## config.mk

```make
export PLATFORM = sky130hd
export DESIGN_NAME = rc4_decryptor
export DESIGN_NICKNAME = d
export VERILOG_FILES = /design/src/rtl/rc4_decryptor.sv
export SDC_FILE = /design/constraint.sdc
export NUM_CORES = 1
export LEC_CHECK = 0
export CELL_PAD_IN_SITES_DETAIL_PLACEMENT = 1
export CELL_PAD_IN_SITES_GLOBAL_PLACEMENT = 2
export CORE_MARGIN = 2
export CORE_UTILIZATION = 35
export CTS_CLUSTER_SIZE = 8
export DETAILED_ROUTE_END_ITERATION = 8
export PLACE_DENSITY = 0.89
export REMOVE_ABC_BUFFERS = 1
export SYNTH_ARGS = -nofsm -noshare
export SYNTH_HDL_FRONTEND = slang
export SYNTH_SLANG_ARGS = --single-unit
```

## constraint.sdc

```tcl
create_clock -name clk -period 5.35 [get_ports clk]
set_input_delay 1.07 -clock clk [delete_from_list [all_inputs] [get_ports clk]]
set_output_delay 1.07 -clock clk [all_outputs]
set_load 0.01 [all_outputs]
```

## src/rtl/rc4_decryptor.sv

```systemverilog
// RC4 PRGA stage: walks the shuffled S-RAM, swaps S[i]/S[j], XORs each keystream byte with a ROM byte.
// 9 cycles per byte; finished is a level held while start stays high, and dropping start aborts to IDLE.
module rc4_decryptor #(
  parameter int RAM_WIDTH  = 8,
  parameter int MSG_LENGTH = 32,
  localparam int AW = (MSG_LENGTH > 1) ? $clog2(MSG_LENGTH) : 1
) (
  input  logic                 clk,
  input  logic                 reset,
  input  logic                 start,
  output logic                 finished,
  input  logic [RAM_WIDTH-1:0] ram_out,
  output logic                 write_enable,
  output logic [RAM_WIDTH-1:0] ram_in,
  output logic [RAM_WIDTH-1:0] address,
  output logic [AW-1:0]        rom_address,
  input  logic [RAM_WIDTH-1:0] rom_out,
  output logic [AW-1:0]        ans_address,
  output logic [RAM_WIDTH-1:0] ans_in,
  output logic                 ans_write_enable
);

  typedef enum logic [3:0] {
    IDLE, RD_SI, WT_SI, RD_SJ, WT_SJ, WR_SI, WR_SJ, RD_F, WT_F, WR_ANS, DONE
  } state_t;

  localparam logic [AW-1:0] LAST_K = AW'(MSG_LENGTH - 1);

  state_t               state_q, state_d;
  logic [RAM_WIDTH-1:0] i_q, i_d, j_q, j_d;
  logic [RAM_WIDTH-1:0] si_q, si_d, sj_q, sj_d;
  logic [RAM_WIDTH-1:0] f_q, f_d, enc_q, enc_d;
  logic [AW-1:0]        k_q, k_d;
  logic [RAM_WIDTH-1:0] addr_q;
  logic [AW-1:0]        rom_addr_q, ans_addr_q;

  always_ff @(posedge clk or negedge reset) begin
    if (!reset) begin
      state_q    <= IDLE;
      i_q        <= '0;
      j_q        <= '0;
      si_q       <= '0;
      sj_q       <= '0;
      f_q        <= '0;
      enc_q      <= '0;
      k_q        <= '0;
      addr_q     <= '0;
      rom_addr_q <= '0;
      ans_addr_q <= '0;
    end else begin
      state_q    <= state_d;
      i_q        <= i_d;
      j_q        <= j_d;
      si_q       <= si_d;
      sj_q       <= sj_d;
      f_q        <= f_d;
      enc_q      <= enc_d;
      k_q        <= k_d;
      addr_q     <= address;
      rom_addr_q <= rom_address;
      ans_addr_q <= ans_address;
    end
  end

  always_comb begin
    state_d          = state_q;
    i_d              = i_q;
    j_d              = j_q;
    si_d             = si_q;
    sj_d             = sj_q;
    f_d              = f_q;
    enc_d            = enc_q;
    k_d              = k_q;
    address          = addr_q;
    rom_address      = rom_addr_q;
    ans_address      = ans_addr_q;
    ram_in           = '0;
    write_enable     = 1'b0;
    ans_in           = '0;
    ans_write_enable = 1'b0;
    finished         = 1'b0;

    case (state_q)
      IDLE: begin
        if (start) begin
          i_d     = RAM_WIDTH'(1);
          j_d     = '0;
          k_d     = '0;
          state_d = RD_SI;
        end
      end
      RD_SI: begin
        address = i_q;
        state_d = WT_SI;
      end
      WT_SI: begin
        address = i_q;
        si_d    = ram_out;
        j_d     = j_q + ram_out;
        state_d = RD_SJ;
      end
      RD_SJ: begin
        address = j_q;
        state_d = WT_SJ;
      end
      WT_SJ: begin
        address = j_q;
        sj_d    = ram_out;
        state_d = WR_SI;
      end
      WR_SI: begin
        address      = i_q;
        ram_in       = sj_q;
        write_enable = 1'b1;
        state_d      = WR_SJ;
      end
      WR_SJ: begin
        address      = j_q;
        ram_in       = si_q;
        write_enable = 1'b1;
        state_d      = RD_F;
      end
      RD_F: begin
        address     = si_q + sj_q;
        rom_address = k_q;
        state_d     = WT_F;
      end
      WT_F: begin
        f_d     = ram_out;
        enc_d   = rom_out;
        state_d = WR_ANS;
      end
      WR_ANS: begin
        ans_address      = k_q;
        ans_in           = f_q ^ enc_q;
        ans_write_enable = 1'b1;
        if (k_q == LAST_K) begin
          state_d = DONE;
        end else begin
          k_d     = k_q + AW'(1);
          i_d     = i_q + RAM_WIDTH'(1);
          state_d = RD_SI;
        end
      end
      DONE: begin
        finished = 1'b1;
        if (!start) state_d = IDLE;
      end
      default: state_d = IDLE;
    endcase

    // Losing S-RAM ownership kills any strobe in the same cycle; the job restarts from scratch.
    if (state_q != IDLE && !start) begin
      state_d          = IDLE;
      write_enable     = 1'b0;
      ram_in           = '0;
      ans_write_enable = 1'b0;
      ans_in           = '0;
    end
  end

endmodule

```

# Word level (Yosys, flattened, before mapping)
# Cells that the tools add are included.
[classes] addsub=4 eq_ne=15 muxes=25 bitwise_logic=1 n_reduce_logical=12
[op_table] cell="8-bit two-way mux" n=6
[op_table] cell="8-bit one-hot mux with 2 select lines" n=3
[op_table] cell="4-bit one-hot mux with 11 select lines" n=1
[op_table] cell="8-bit one-hot mux with 3 select lines" n=1
[op_table] cell="5-bit two-way mux" n=4
[op_table] cell="8-bit adder" n=2
[op_table] cell="4-bit by 3-bit == test with 1-bit output, second input constant" n=4
[op_table] cell="4-bit two-way mux" n=4
[op_table] cell="4-bit == test, second input constant" n=3
[op_table] cell="5-bit one-hot mux with 2 select lines" n=1
[op_table] cell="8-bit by 1-bit adder with 8-bit output, second input constant" n=1
[op_table] cell="4-bit by 2-bit == test with 1-bit output, second input constant" n=2
[op_table] cell="8-bit XOR" n=1
[op_table] cell="3-bit inequality test, second input constant" n=2
[op_table] cell="3-bit OR reduction" n=2
[op_table] cell="5-bit by 1-bit adder with 5-bit output, second input constant" n=1
[op_table] cell="5-bit == test, second input constant" n=1
[op_table] cell="1-bit two-way mux" n=5
[op_table] cell="4-bit by 1-bit == test with 1-bit output, second input constant" n=1
[op_table] cell="4-bit logical NOT" n=1
[op_table] cell="2-bit inequality test, second input constant" n=2
[op_table] cell="2-bit AND reduction" n=2
[op_table] cell="2-bit nonzero test" n=2
[op_table] cell="4-bit nonzero test" n=1
[op_table] cell="4 further kinds" n=4
[totals] regBits=75 wordCells=68

# Depth between registers and ports, before layout
[depth] word_depth=4 ltp_mapped=9 depth_no_buf=8

# Worst setup path after synthesis
# Ideal clock, no wire load.
[synth_timing] path_type="register to output" startpoint="reg si_q[0]" endpoint="out address[6]" t_arrival_ps=1879 slack_ps=2401 path_stages_with_launch=8 n_path_buf=0 path_cell_list="dfrtp_1 > ha_1 > fa_1 > a211oi_1 > o21bai_1 > a21oi_1 > o32ai_1 > a31o_2"
[synth_via] elab_chain_len=2
[synth_rtl] element="from (decl)" line_no="31" text="logic [RAM_WIDTH-1:0] si_q, si_d, sj_q, sj_d;"
[synth_rtl] element="from (signal assigned)" line_no="54" text="si_q <= si_d;"
[synth_rtl] element="8-bit adder" line_no="124" text="address = si_q + sj_q;"
[synth_rtl] element="8-bit one-hot mux with 3 select lines" line_no="83" text="case (state_q)"
[synth_rtl] element="to (decl)" line_no="15" text="output logic [RAM_WIDTH-1:0] address,"
# No other way between the ends.

# Worst setup path after layout
[layout_timing] startpoint="reg state_q[0]" endpoint="out address[6]"
[layout_via] elab_chain_len=3 elab_cells_between_ends=10
[layout_rtl] element="from (decl)" line_no="29" text="state_t state_q, state_d;"
[layout_rtl] element="from (signal assigned)" line_no="51" text="state_q <= state_d;"
[layout_rtl] element="4-bit by 3-bit == test with 1-bit output, or another cell as far along" line_no="83"
[layout_rtl] element="3-bit OR reduction (no source line)"
[layout_rtl] element="8-bit one-hot mux with 3 select lines (*)" line_no="83"
# Mark *: on every way between the ends. The rest lies on a longest branch, timed or not.

==> out/results.ini <==
[status]
outcome=finished, final reports clean

[timing]
finalHoldViolCount=0
worst_pin_slew_ns=1.01
hold_slack_ns=0.485
finalSetupViolCount=0
fin_worst_skew_ns=0.00541
fmax_ghz=0.217
finalMaxSlewViolations=0
fin_crit_sh_pct=86.2
slew_headroom_pct=32.3
rsz0062_at_grt=false
tns_ns=0
period_minus_slack_ns=4.61

[yosys]
synthTopCellsByArea=dfrtp_1 (44%), mux2_2 (7.9%), nand2_1 (5.1%)
synth_top_area_cell=dfrtp_1
synth.mux.area_fraction_pct=9.36
yosysUniqueCellTypes=57
synth_area_per_cell_um2=10.2
synth_top_area_share_pct=44.2
yosysWarningCount=0
ys_seq_area_share_pct=44.2
synth_compound_area_share_pct=15.2
synthArstFlopShare_pct=100
synth-xor-area-share_pct=4.33
synth_ff_type=dfrtp_1
synthCells=417
synth-seq-cells=75
yosys.area_share.simple_pct=17.8
synth_top_family_by_area=simple AND/OR/NAND/NOR gates
synth_edf_count=0
synthAdderAreaFrac_pct=5.95
synthesis.area_um2=4250

[layout]
nNetsFinal=504
final_area_um2=5250
layout_common_cells=dfrtp_1 (75), nand2_1 (58), clkdlybuf4s50_1 (54)
final_common_cell=dfrtp_1
area_growth_pct=23.4
drive_gt1_share_pct=13.4
n_antenna_cell=0

[floorplanning]
pin_count=56
fp.dieH_um=114
dieArea_um2=13000
rows=40
initial_core_util_pct=35.7
core_um2=11900
fp.dieW_um=114

[grt]
grt_pass1_wl_um=19600
grt-ovfl-total=0
grt_pass1_vias=3661
antenna_found_initial=0
grt_util_all_layers_pct=19.6
grt_max_degree=76

[clock_network]
path_clk_slew_ns=0.06
numCtsBuffers=9
cts.sinks=75
cts_tree=built
cts_root_buf=clkbuf_16
cts_resized=0
cts_hold_buf=0
insertion_delay_ns=0.34
clk_path_buf_depth=2
htreeDepth=3
post_cts_buffers=0

[flow_run]
drv_cap=0

[worst_setup_path]
cp.required_ns=4.28
critPathArrivalTime_ns=3.54
end_kind=output pin
start_kind=flop
worstPathMaxFanout=21
critPathKind=reg -> out

[place]
place_area_um2=4880
dpl.hpwl_um=8390
place.gp.congestion=0.792
port_buffers=55

[route]
wire_per_inst_um=19.4
vias=3398
drt_wl_total_um=12000
dr.pass1.iters=4
vias_per_cell=5.50
drt-initial-drc-count=171
antenna_left=0
drc=0

[power_and_ir_drop]
p_per_area_nw_per_um2=388
switching_power_mw=0.630
power_frac_seq_pct=37.0
swShare_pct=30.9
p_leak_nw=2.37
pwr-share-clk_pct=35.7
p_int_mw=1.41
max-vdd-ir-drop_v=0.000162
power_frac_comb_pct=27.3

[worst_hold_path]
min_path_type=reg -> reg

-- area by class of cell --
type | count | area [um2]
sequential | 75 | 1880
clock buffer | 12 | 267
timing repair buffer | 56 | 556
multi-input combinational | 318 | 2240
inverter | 6 | 22.5
clock inverter | 4 | 95.1
fill | 1317 | 6670
tap | 147 | 184
-- flip-flops by register name, indices dropped and copies added, names as in the netlist --
register,count
addr_q,8
enc_q,8
f_q,8
i_q,8
j_q,8
si_q,8
sj_q,8
ans_addr_q,5
k_q,5
rom_addr_q,5
state_q,4
-- per-layer routing --
metal,routed length (um),vias up,share of wire [%],track usage [%]
met5,0,-,0,0
met2,6050,67,50,33.6
li1,-,1589,-,-
met3,444,16,3.7,3.76
met1,5270,1726,44,24.6
met4,220,0,1.8,7.48
-- metrics by stage --
step	std cells	utilization, %	setup WS (ns)	power, mW
2_1_floorplan	399	-	2.40	1.11
3_3_place_gp	602	41.0	1.21	1.28
3_5_place_dp	602	41.0	1.08	1.31
4_1_cts	618	44.0	0.758	2.05
5_1_grt	618	44.0	0.454	2.15
6_report	618	44.0	0.739	2.04
-- Yosys cell counts, types with 5 or more instances --
cell and n:
dfrtp_1 75, nand2_1 58, nor2_1 43, mux2_2 30
a21oi_1 19, ha_1 17, o21ai_0 15, xnor2_1 15
nand3_1 10, a21o_1 9, a211oi_1 8, a22oi_1 8
clkbuf_1 6, mux2i_1 6, xor2_1 6, a22o_1 5
inv_1 5, nand2b_1 5, nor3_1 5
-- critical path: stages (launching register included) --
cell and delay, ns:
dfrtp_1 0.83, clkinv_1 0.48, a31oi_1 0.93, nor2_1 0.08
o32ai_1 0.17, a31o_2 0.17, clkdlybuf4s50_1 0.53
-- worst paths after layout --
path                               start            end  slack (ns)  cells after the start
setup reg to reg              state_q[0]      addr_q[6]        2.61                      5
hold reg to reg            rom_addr_q[1]  rom_addr_q[1]        0.49                      2
min in group asynchronous          reset         i_q[5]        0.87                      1
setup / recovery              state_q[0]     address[6]        0.74                      6
max in group asynchronous          reset         j_q[3]        3.83                      1
hold / removal             rom_addr_q[1]  rom_addr_q[1]        0.49                      2
-- power groups by stage --
stage                     clock [mW]  combinational, mW  sequential (mW)
final                          0.727              0.557            0.754
after global routing           0.766              0.618            0.767
after CTS                      0.742              0.559            0.751
after detailed placement           0              0.550            0.760
after global placement             0              0.531            0.753
after floorplan                    0              0.383            0.728
-- cell families after synthesis --
group	Yosys count
AO/OA/AOI/OAI	90
XOR/XNOR	21
adder cells (fa/ha/maj)	19
buffers and inverters	24
flip-flops	75
multiplexers	36
AND/OR/NAND/NOR	152
No activity file was read; power rests on OpenSTA's default activity.
